===== src/rtl/control_cmd_readrows.sv =====
// Handler for the "read rows" control command: parses a start-row header and a row count,
// then turns each following payload byte into one framebuffer RAM write, walking the panel right to left.
module control_cmd_readrows #(
  parameter int PIXEL_WIDTH     = 64,
  parameter int PIXEL_HEIGHT    = 32,
  parameter int BYTES_PER_PIXEL = 2,
  parameter int ROW_BITS        = $clog2(PIXEL_HEIGHT),
  parameter int COL_BITS        = $clog2(PIXEL_WIDTH),
  parameter int PIX_BITS        = (BYTES_PER_PIXEL > 1) ? $clog2(BYTES_PER_PIXEL) : 1
) (
  input  logic                clk,
  input  logic                reset,
  input  logic                enable,
  input  logic [7:0]          data_in,
  output logic [ROW_BITS-1:0] row,
  output logic [COL_BITS-1:0] column,
  output logic [PIX_BITS-1:0] pixel,
  output logic [7:0]          data_out,
  output logic                ram_write_enable,
  output logic                ram_access_start,
  output logic                done
);

  localparam int ROW_BYTES = (ROW_BITS + 7) / 8;
  localparam logic [3:0]          HDR_LAST = 4'(ROW_BYTES - 1);
  localparam logic [COL_BITS-1:0] COL_LAST = COL_BITS'(PIXEL_WIDTH - 1);
  localparam logic [PIX_BITS-1:0] PIX_LAST = PIX_BITS'(BYTES_PER_PIXEL - 1);

  typedef enum logic [1:0] {S_ROW, S_COUNT, S_DATA, S_DONE} state_t;

  state_t              state_q, state_d;
  logic [ROW_BITS-1:0] hdr_q, hdr_d;
  logic [3:0]          hdr_cnt_q, hdr_cnt_d;
  logic [7:0]          rows_left_q, rows_left_d;

  // cur_* points at the byte the next enable writes; row_q/col_q/pix_q show the byte just written.
  logic [ROW_BITS-1:0] cur_row_q, cur_row_d;
  logic [COL_BITS-1:0] cur_col_q, cur_col_d;
  logic [PIX_BITS-1:0] cur_pix_q, cur_pix_d;

  logic [ROW_BITS-1:0] row_q, row_d;
  logic [COL_BITS-1:0] col_q, col_d;
  logic [PIX_BITS-1:0] pix_q, pix_d;
  logic [7:0]          data_q, data_d;
  logic                we_q, we_d;
  logic                as_q, as_d;
  logic                done_q, done_d;

  assign row              = row_q;
  assign column           = col_q;
  assign pixel            = pix_q;
  assign data_out         = data_q;
  assign ram_write_enable = we_q;
  assign ram_access_start = as_q;
  assign done             = done_q;

  always_comb begin
    // NOTE: every _d gets a default before the case so no path leaves it unassigned (no latches).
    state_d     = state_q;
    hdr_d       = hdr_q;
    hdr_cnt_d   = hdr_cnt_q;
    rows_left_d = rows_left_q;
    cur_row_d   = cur_row_q;
    cur_col_d   = cur_col_q;
    cur_pix_d   = cur_pix_q;
    row_d       = row_q;
    col_d       = col_q;
    pix_d       = pix_q;
    data_d      = data_q;
    we_d        = we_q;
    as_d        = 1'b0;
    done_d      = 1'b0;

    unique case (state_q)
      S_ROW: begin
        if (enable) begin
          // Header bytes beyond the row address width fall off the top of the shift.
          hdr_d = ROW_BITS'({hdr_q, data_in});
          if (hdr_cnt_q == HDR_LAST) begin
            hdr_cnt_d = '0;
            state_d   = S_COUNT;
          end else begin
            hdr_cnt_d = hdr_cnt_q + 4'd1;
          end
        end
      end

      S_COUNT: begin
        if (enable) begin
          rows_left_d = data_in;
          cur_row_d   = hdr_q;
          cur_col_d   = COL_LAST;
          cur_pix_d   = PIX_LAST;
          row_d       = hdr_q;
          col_d       = COL_LAST;
          pix_d       = PIX_LAST;
          we_d        = 1'b1;
          state_d     = S_DATA;
        end
      end

      S_DATA: begin
        if (enable) begin
          data_d = data_in;
          as_d   = 1'b1;
          row_d  = cur_row_q;
          col_d  = cur_col_q;
          pix_d  = cur_pix_q;
          if (cur_pix_q != '0) begin
            cur_pix_d = cur_pix_q - 1'b1;
          end else begin
            cur_pix_d = PIX_LAST;
            if (cur_col_q != '0) begin
              cur_col_d = cur_col_q - 1'b1;
            end else begin
              // Row finished; power-of-two height makes the increment wrap for free.
              cur_col_d = COL_LAST;
              cur_row_d = cur_row_q + 1'b1;
              if (rows_left_q == 8'd0) begin
                state_d = S_DONE;
              end else begin
                rows_left_d = rows_left_q - 8'd1;
              end
            end
          end
        end
      end

      S_DONE: begin
        done_d  = 1'b1;
        we_d    = 1'b0;
        hdr_d   = '0;
        state_d = S_ROW;
      end

      default: state_d = S_ROW;
    endcase
  end

  always_ff @(posedge clk) begin
    // NOTE: state updates use non-blocking assignments so every register samples pre-edge values.
    if (reset) begin
      state_q     <= S_ROW;
      hdr_q       <= '0;
      hdr_cnt_q   <= '0;
      rows_left_q <= '0;
      cur_row_q   <= '0;
      cur_col_q   <= '0;
      cur_pix_q   <= '0;
      row_q       <= '0;
      col_q       <= '0;
      pix_q       <= '0;
      data_q      <= '0;
      we_q        <= 1'b0;
      as_q        <= 1'b0;
      done_q      <= 1'b0;
    end else begin
      state_q     <= state_d;
      hdr_q       <= hdr_d;
      hdr_cnt_q   <= hdr_cnt_d;
      rows_left_q <= rows_left_d;
      cur_row_q   <= cur_row_d;
      cur_col_q   <= cur_col_d;
      cur_pix_q   <= cur_pix_d;
      row_q       <= row_d;
      col_q       <= col_d;
      pix_q       <= pix_d;
      data_q      <= data_d;
      we_q        <= we_d;
      as_q        <= as_d;
      done_q      <= done_d;
    end
  end

endmodule


===== config.mk =====
export PLATFORM = sky130hd
export DESIGN_NAME = control_cmd_readrows
export DESIGN_NICKNAME = d
export VERILOG_FILES = /design/src/rtl/control_cmd_readrows.sv
export SDC_FILE = /design/constraint.sdc
export NUM_CORES = 1
export LEC_CHECK = 0
export CORE_ASPECT_RATIO = 0.5
export CORE_UTILIZATION = 50
export CTS_BUF_LIST = sky130_fd_sc_hd__clkbuf_4 sky130_fd_sc_hd__clkbuf_8
export DETAILED_ROUTE_END_ITERATION = 8
export PLACE_DENSITY = 0.75
export SETUP_SLACK_MARGIN = 0.3
export SLEW_MARGIN = 25
export SYNTH_ARGS = -nofsm -noshare
export SYNTH_HDL_FRONTEND = slang
export SYNTH_SLANG_ARGS = --single-unit

===== constraint.sdc =====
create_clock -name clk -period 2.2 [get_ports clk]
set_input_delay 0.33 -clock clk [delete_from_list [all_inputs] [get_ports clk]]
set_output_delay 0.33 -clock clk [all_outputs]
set_load 0.1 [all_outputs]

Word-level counts from Yosys, hierarchy flattened
Cells that the tools add are included.

Add/subtract/negate cells: 5. Eq/ne operators: 11. Mux-type cells: 40. Bitwise operators: 1. Reductions and logical operators: 17.

Operators by type and width (number): two-way mux 8 bit (5); two-way mux 5 bit (6); two-way mux 6 bit (5); one-hot mux 5 bit (2 select lines) (3); one-hot mux 6 bit (2 select lines) (2); inequality test 2 bit (second input constant) (8); one-hot mux 8 bit (2 select lines) (1); two-way mux 2 bit (7); zero test 8 bit (1); one-hot mux 2 bit (4 select lines) (1); AND reduction 2 bit (4); subtractor 8 x 1 -> 8 bit (second input constant) (1); AND reduction 7 bit (1); two-way mux 1 bit (6); one-hot mux 1 bit (2 select lines) (3); AND reduction 6 bit (1); nonzero test 2 bit (3); nonzero test 6 bit (1); subtractor 6 x 1 -> 6 bit (second input constant) (1); adder 5 x 1 -> 5 bit (second input constant) (1); AND reduction 5 bit (1); adder 4 x 1 -> 4 bit (second input constant) (1); == test 2 bit (second input constant) (2); zero test 4 bit (1); 8 further kinds (8).

Register bits: 54. Bits of input ports: 11. Output and inout port bits: 23. Word-level logic and storage cells: 88.

Longest topological paths before layout
Depth after elaboration: 6. Gate-level depth with buffers: 8. Depth with buffers taken out: 7.

Worst setup path after synthesis
Ideal clock, no wire load.

Kind: register to register. From: register state_q[0]. To: register col_q[2], in the netlist column[2]. Setup time: 78 ps. Arrival: 1783 ps. Required time: 2122 ps. Path slack: 339 ps. Cell stages (with the launch flop): 8. Buffers on the path: 1. Cells stage by stage: dfxtp_1 -> inv_1 -> ha_1 -> clkinv_1 -> a21oi_1 -> clkbuf_1 -> nor2_1 -> nor3_1.

Cells in the longest elaborated chain, start to end: 3. Elaborated cells on any way between the ends: 7.

RTL lines: start, declared (line 31) `state_t state_q, state_d;`; start signal, assigned (line 158) `state_q <= state_d;`; == test 2 x 1 -> 1 bit / == test 2 bit (equally long branches) (line 74) `unique case (state_q)`; inequality test 2 bit (no line) / nonzero test 2 bit (equally long branches); AND reduction 3 bit (no line); end signal, assigned (line 166) `col_q <= col_d;`; end, declared (line 42) `logic [COL_BITS-1:0] col_q, col_d;`.

Parallel ways exist; a longest one is shown, timed or not. A chain may end at the register's enable or synchronous reset.

Final worst setup path
From: register cur_col_q[0]. To: register state_q[0].

Cells in the longest elaborated chain, start to end: 3.

RTL lines: start, declared (line 38) `logic [COL_BITS-1:0] cur_col_q, cur_col_d;`; start signal, assigned (line 163) `cur_col_q <= cur_col_d;`; nonzero test 6 bit (line 113) `if (cur_col_q != '0) begin`; inequality test 2 bit (no line); AND reduction 7 bit (no line).

No other way between the ends.

==> impl_metrics.yaml <==
placement:
  portBuffers: 33
  dp_hpwl_um: 4433
  place_congestion: 0.8507
  placed_cells: 402
drt:
  wl_per_cell_um: 15.30
  drtAntennaViolNets: 0
  dr.pass1.iters: 4
  drc: 0
  avgViaCountPerCell: 5.752
  vias: 2433
  drt-initial-drc-count: 101
  drt-total-wl_um: 6472
timing:
  setup_viol: 0
  period_share: 0.8817
  worst_slew_pin_slew_ns: 0.6622
  finalClockSkew_ns: 0.01219
  rsz0062_at_grt: "true"
  timing.slew.headroom: 0.5585
  fmax_mhz: 515.5
  slew_violations: 0
  setup-tns-final_ns: 0
  hold_viol_final: 0
  fin_crit_ns: 1.940
setup_path:
  worstSetupEndpointType: "flip-flop"
  path_max_fanout: 5
  rrSetupSlack_ns: 0.26
  r2r_start: "cur_col_q[0]$_SDFFE_PP0P_"
  setup.worst_path.start_class: "flip-flop"
  r2r-end: "state_q[0]$_SDFFE_PP0P_"
  critPathKind: "reg -> reg"
  worstPathRequired_ns: 2.41
  crit_arrival_ns: 2.15
  reg2reg_depth: 6
cells_and_area:
  fill_cells: 374
  layout.cells.non_filler: 423
  area_delta_synth_final_pct: 25.82
  drive_gt1_frac: 0.2213
  n_antenna_cell: 0
  fin_nets: 380
synthesis:
  yosysMostFrequentCell: "dfxtp_1"
  yosysWarnings: 0
  ys_seq_area_frac: 0.4250
  syn_inst: 308
  ys_types: 42
  async_reset_ff_frac: 0
  synth_fp_nets: 331
  synth_top_area_cell: "dfxtp_1"
  yosys-top-cells-area: "dfxtp_1 (42%), nor2_1 (6.8%), a21oi_1 (6.5%), ha_1 (5.9%), nand2_1 (4.1%)"
  ys_ff_latch: 54
  ys_top_cells_by_count: "dfxtp_1 (54), nor2_1 (46), a21oi_1 (33), nand2_1 (28), nor3_1 (14)"
  synth_edf_count: 0
  synth_ff_type: "dfxtp_1"
  synth_area_per_cell_um2: 8.259
  synth_area_um2: 2544
  synth.top_cell.area_share: 0.4250
cts:
  clk_pin_slew_ns: 0.09
  h-tree-depth: 2
  clock-sinks: 54
  cts_made_buffers: 5
  clock-root-buffer: "clkbuf_8"
  clk_path_buf_depth: 2
  clk_latency_ns: 0.30
  cts_tree: "built"
floorplanning:
  initial_core_util: 0.5486
  die_area_um2: 5394
  ios: 34
  die_y_um: 52.44
  core_area_um2: 4637
  dieWidth_um: 102.9
  rows: 17
worst_hold_path:
  min_from: "data_out[6]$_SDFFE_PP0P_"
  hold_end: "data_out[6]$_SDFFE_PP0P_"
  min_path_cells: 2
  min_path_type: "reg -> reg"
grt:
  track_usage: 0.2565
  grt_util_met2: 0.4300
  antenna_found_initial: 0
  overflow: 0
  grt_use_met1: 0.3423
  grt_max_degree: 35
  busiest_layer: "met2"
  grt_pass1_vias: 2240
  grtUsageMet3: 0.04533
  grt_pass1_wl_um: 10490
power:
  p_per_area_nw_per_um2: 1393
  leakage_nw: 1.251
  peakVddDrop_mv: 0.9584
job:
  cap_violations: 0
status:
  status: "finished clean"
worst max-delay path, cell delays in order, from the launching register on:
cell      delay [ns]
dfxtp_2         0.34
inv_2           0.08
ha_4            0.12
or4b_4          0.48
o21a_4          0.27
a221o_1         0.32
a221oi_2        0.25
registers in the layout (all words and copies together) (netlist names):
name and flops:
pixel 1, cur_row_q 5, cur_pix_q 1, state_q 2, ram_write_enable 1, cur_col_q 6
column 6, hdr_q 5, data_out 8, rows_left_q 8, row 5, hdr_cnt_q 4
ram_access_start 1, done 1
layout make-up:
| class | count | area (um^2) | area share |
|---|---|---|---|
| multi-input combinational | 228 | 1453 | 0.4539 |
| sequential | 54 | 1084 | 0.3385 |
| timing repair buffer | 56 | 451.7 | 0.1411 |
| tap | 66 | 82.58 | 0.02580 |
| clock buffer | 5 | 68.82 | 0.02150 |
| inverter | 12 | 46.29 | 0.01446 |
| clock inverter | 2 | 15.01 | 0.004691 |
cell families (layout without fill, tap and decap cells):
group           count (synthesis)  after routing  share of synthesized area
mux                             6              6                    0.02361
simple gates                  124            124                     0.2277
xor+xnor                        1              1                   0.003444
fa+ha+maj                      12             12                    0.05902
compound gates                 84             85                     0.2184
flops                          54             54                     0.4250
buf+inv                        27             75                    0.04279
cell usage in the layout, fill, tap and decap left out, drive strengths merged, types with 6 or more instances in the layout:
master | Yosys | routed
a211oi | 11 | 11
nor2b | 9 | 9
clkdlybuf4s50 | 0 | 9
nor2 | 46 | 46
buf | 4 | 47
nor3 | 14 | 14
nand3 | 10 | 10
o21ai | 12 | 12
inv | 11 | 11
nand2 | 29 | 29
mux2i | 6 | 6
ha | 12 | 12
a21oi | 34 | 34
dfxtp | 54 | 54
metrics by stage:
| stage | power, mW | hold slack, ns | cell area (um^2) | util | worst slack, ns |
|---|---|---|---|---|---|
| CTS | 4.339 | 0.4722 | 3131 | 0.6751 | 0.2702 |
| finish | 4.457 | 0.4666 | 3201 | 0.6902 | 0.2602 |
| detailed placement | 3.598 | 0.4542 | 2905 | 0.6266 | 0.07775 |
| global placement | 3.545 | 0.4463 | 2905 | 0.6266 | 0.1565 |
| floorplan | 3.093 | 0.4448 | 2544 | - | 0.3388 |
| global route | 4.709 | 0.4921 | 3201 | 0.6902 | 0.2069 |
worst max-delay path by stage:
stage / start / to / slack [ns]
floorplan: state_q[0]$_SDFFE_PP0P_ / column[2]$_SDFFE_PP0P_ / 0.34
global placement: enable / rows_left_q[1]$_SDFFE_PP0P_ / 0.16
detailed placement: state_q[0]$_SDFFE_PP0P_ / rows_left_q[1]$_SDFFE_PP0P_ / 0.08
CTS: cur_col_q[1]$_SDFFE_PP0P_ / cur_row_q[0]$_SDFFE_PP0P_ / 0.27
global route: cur_col_q[0]$_SDFFE_PP0P_ / rows_left_q[6]$_SDFFE_PP0P_ / 0.21
finish: cur_col_q[0]$_SDFFE_PP0P_ / state_q[0]$_SDFFE_PP0P_ / 0.26
power by group:
group | switching, mW | internal, mW
combinational | 1.68 | 0.865
clock | 0.315 | 0.218
sequential | 0.184 | 1.19
total | 2.18 | 2.27
what timing repair did:
action                                  CTS  global route
setup buffers                             9             4
resized for setup                        20             8
gates cloned                              1             0
endpoints found under the setup margin   20            20
hold buffers                              0             0
pin swaps                                12             6
metal layers:
layer  vias up  routed length [um]  part of all wire
met2        96                2936              0.45
met5         -                   0                 0
li1       1186                   -                 -
met4         0                  79             0.012
met1      1141                2960              0.46
met3        10                 495             0.076
Note: power is estimated with default switching activity, not from simulation.
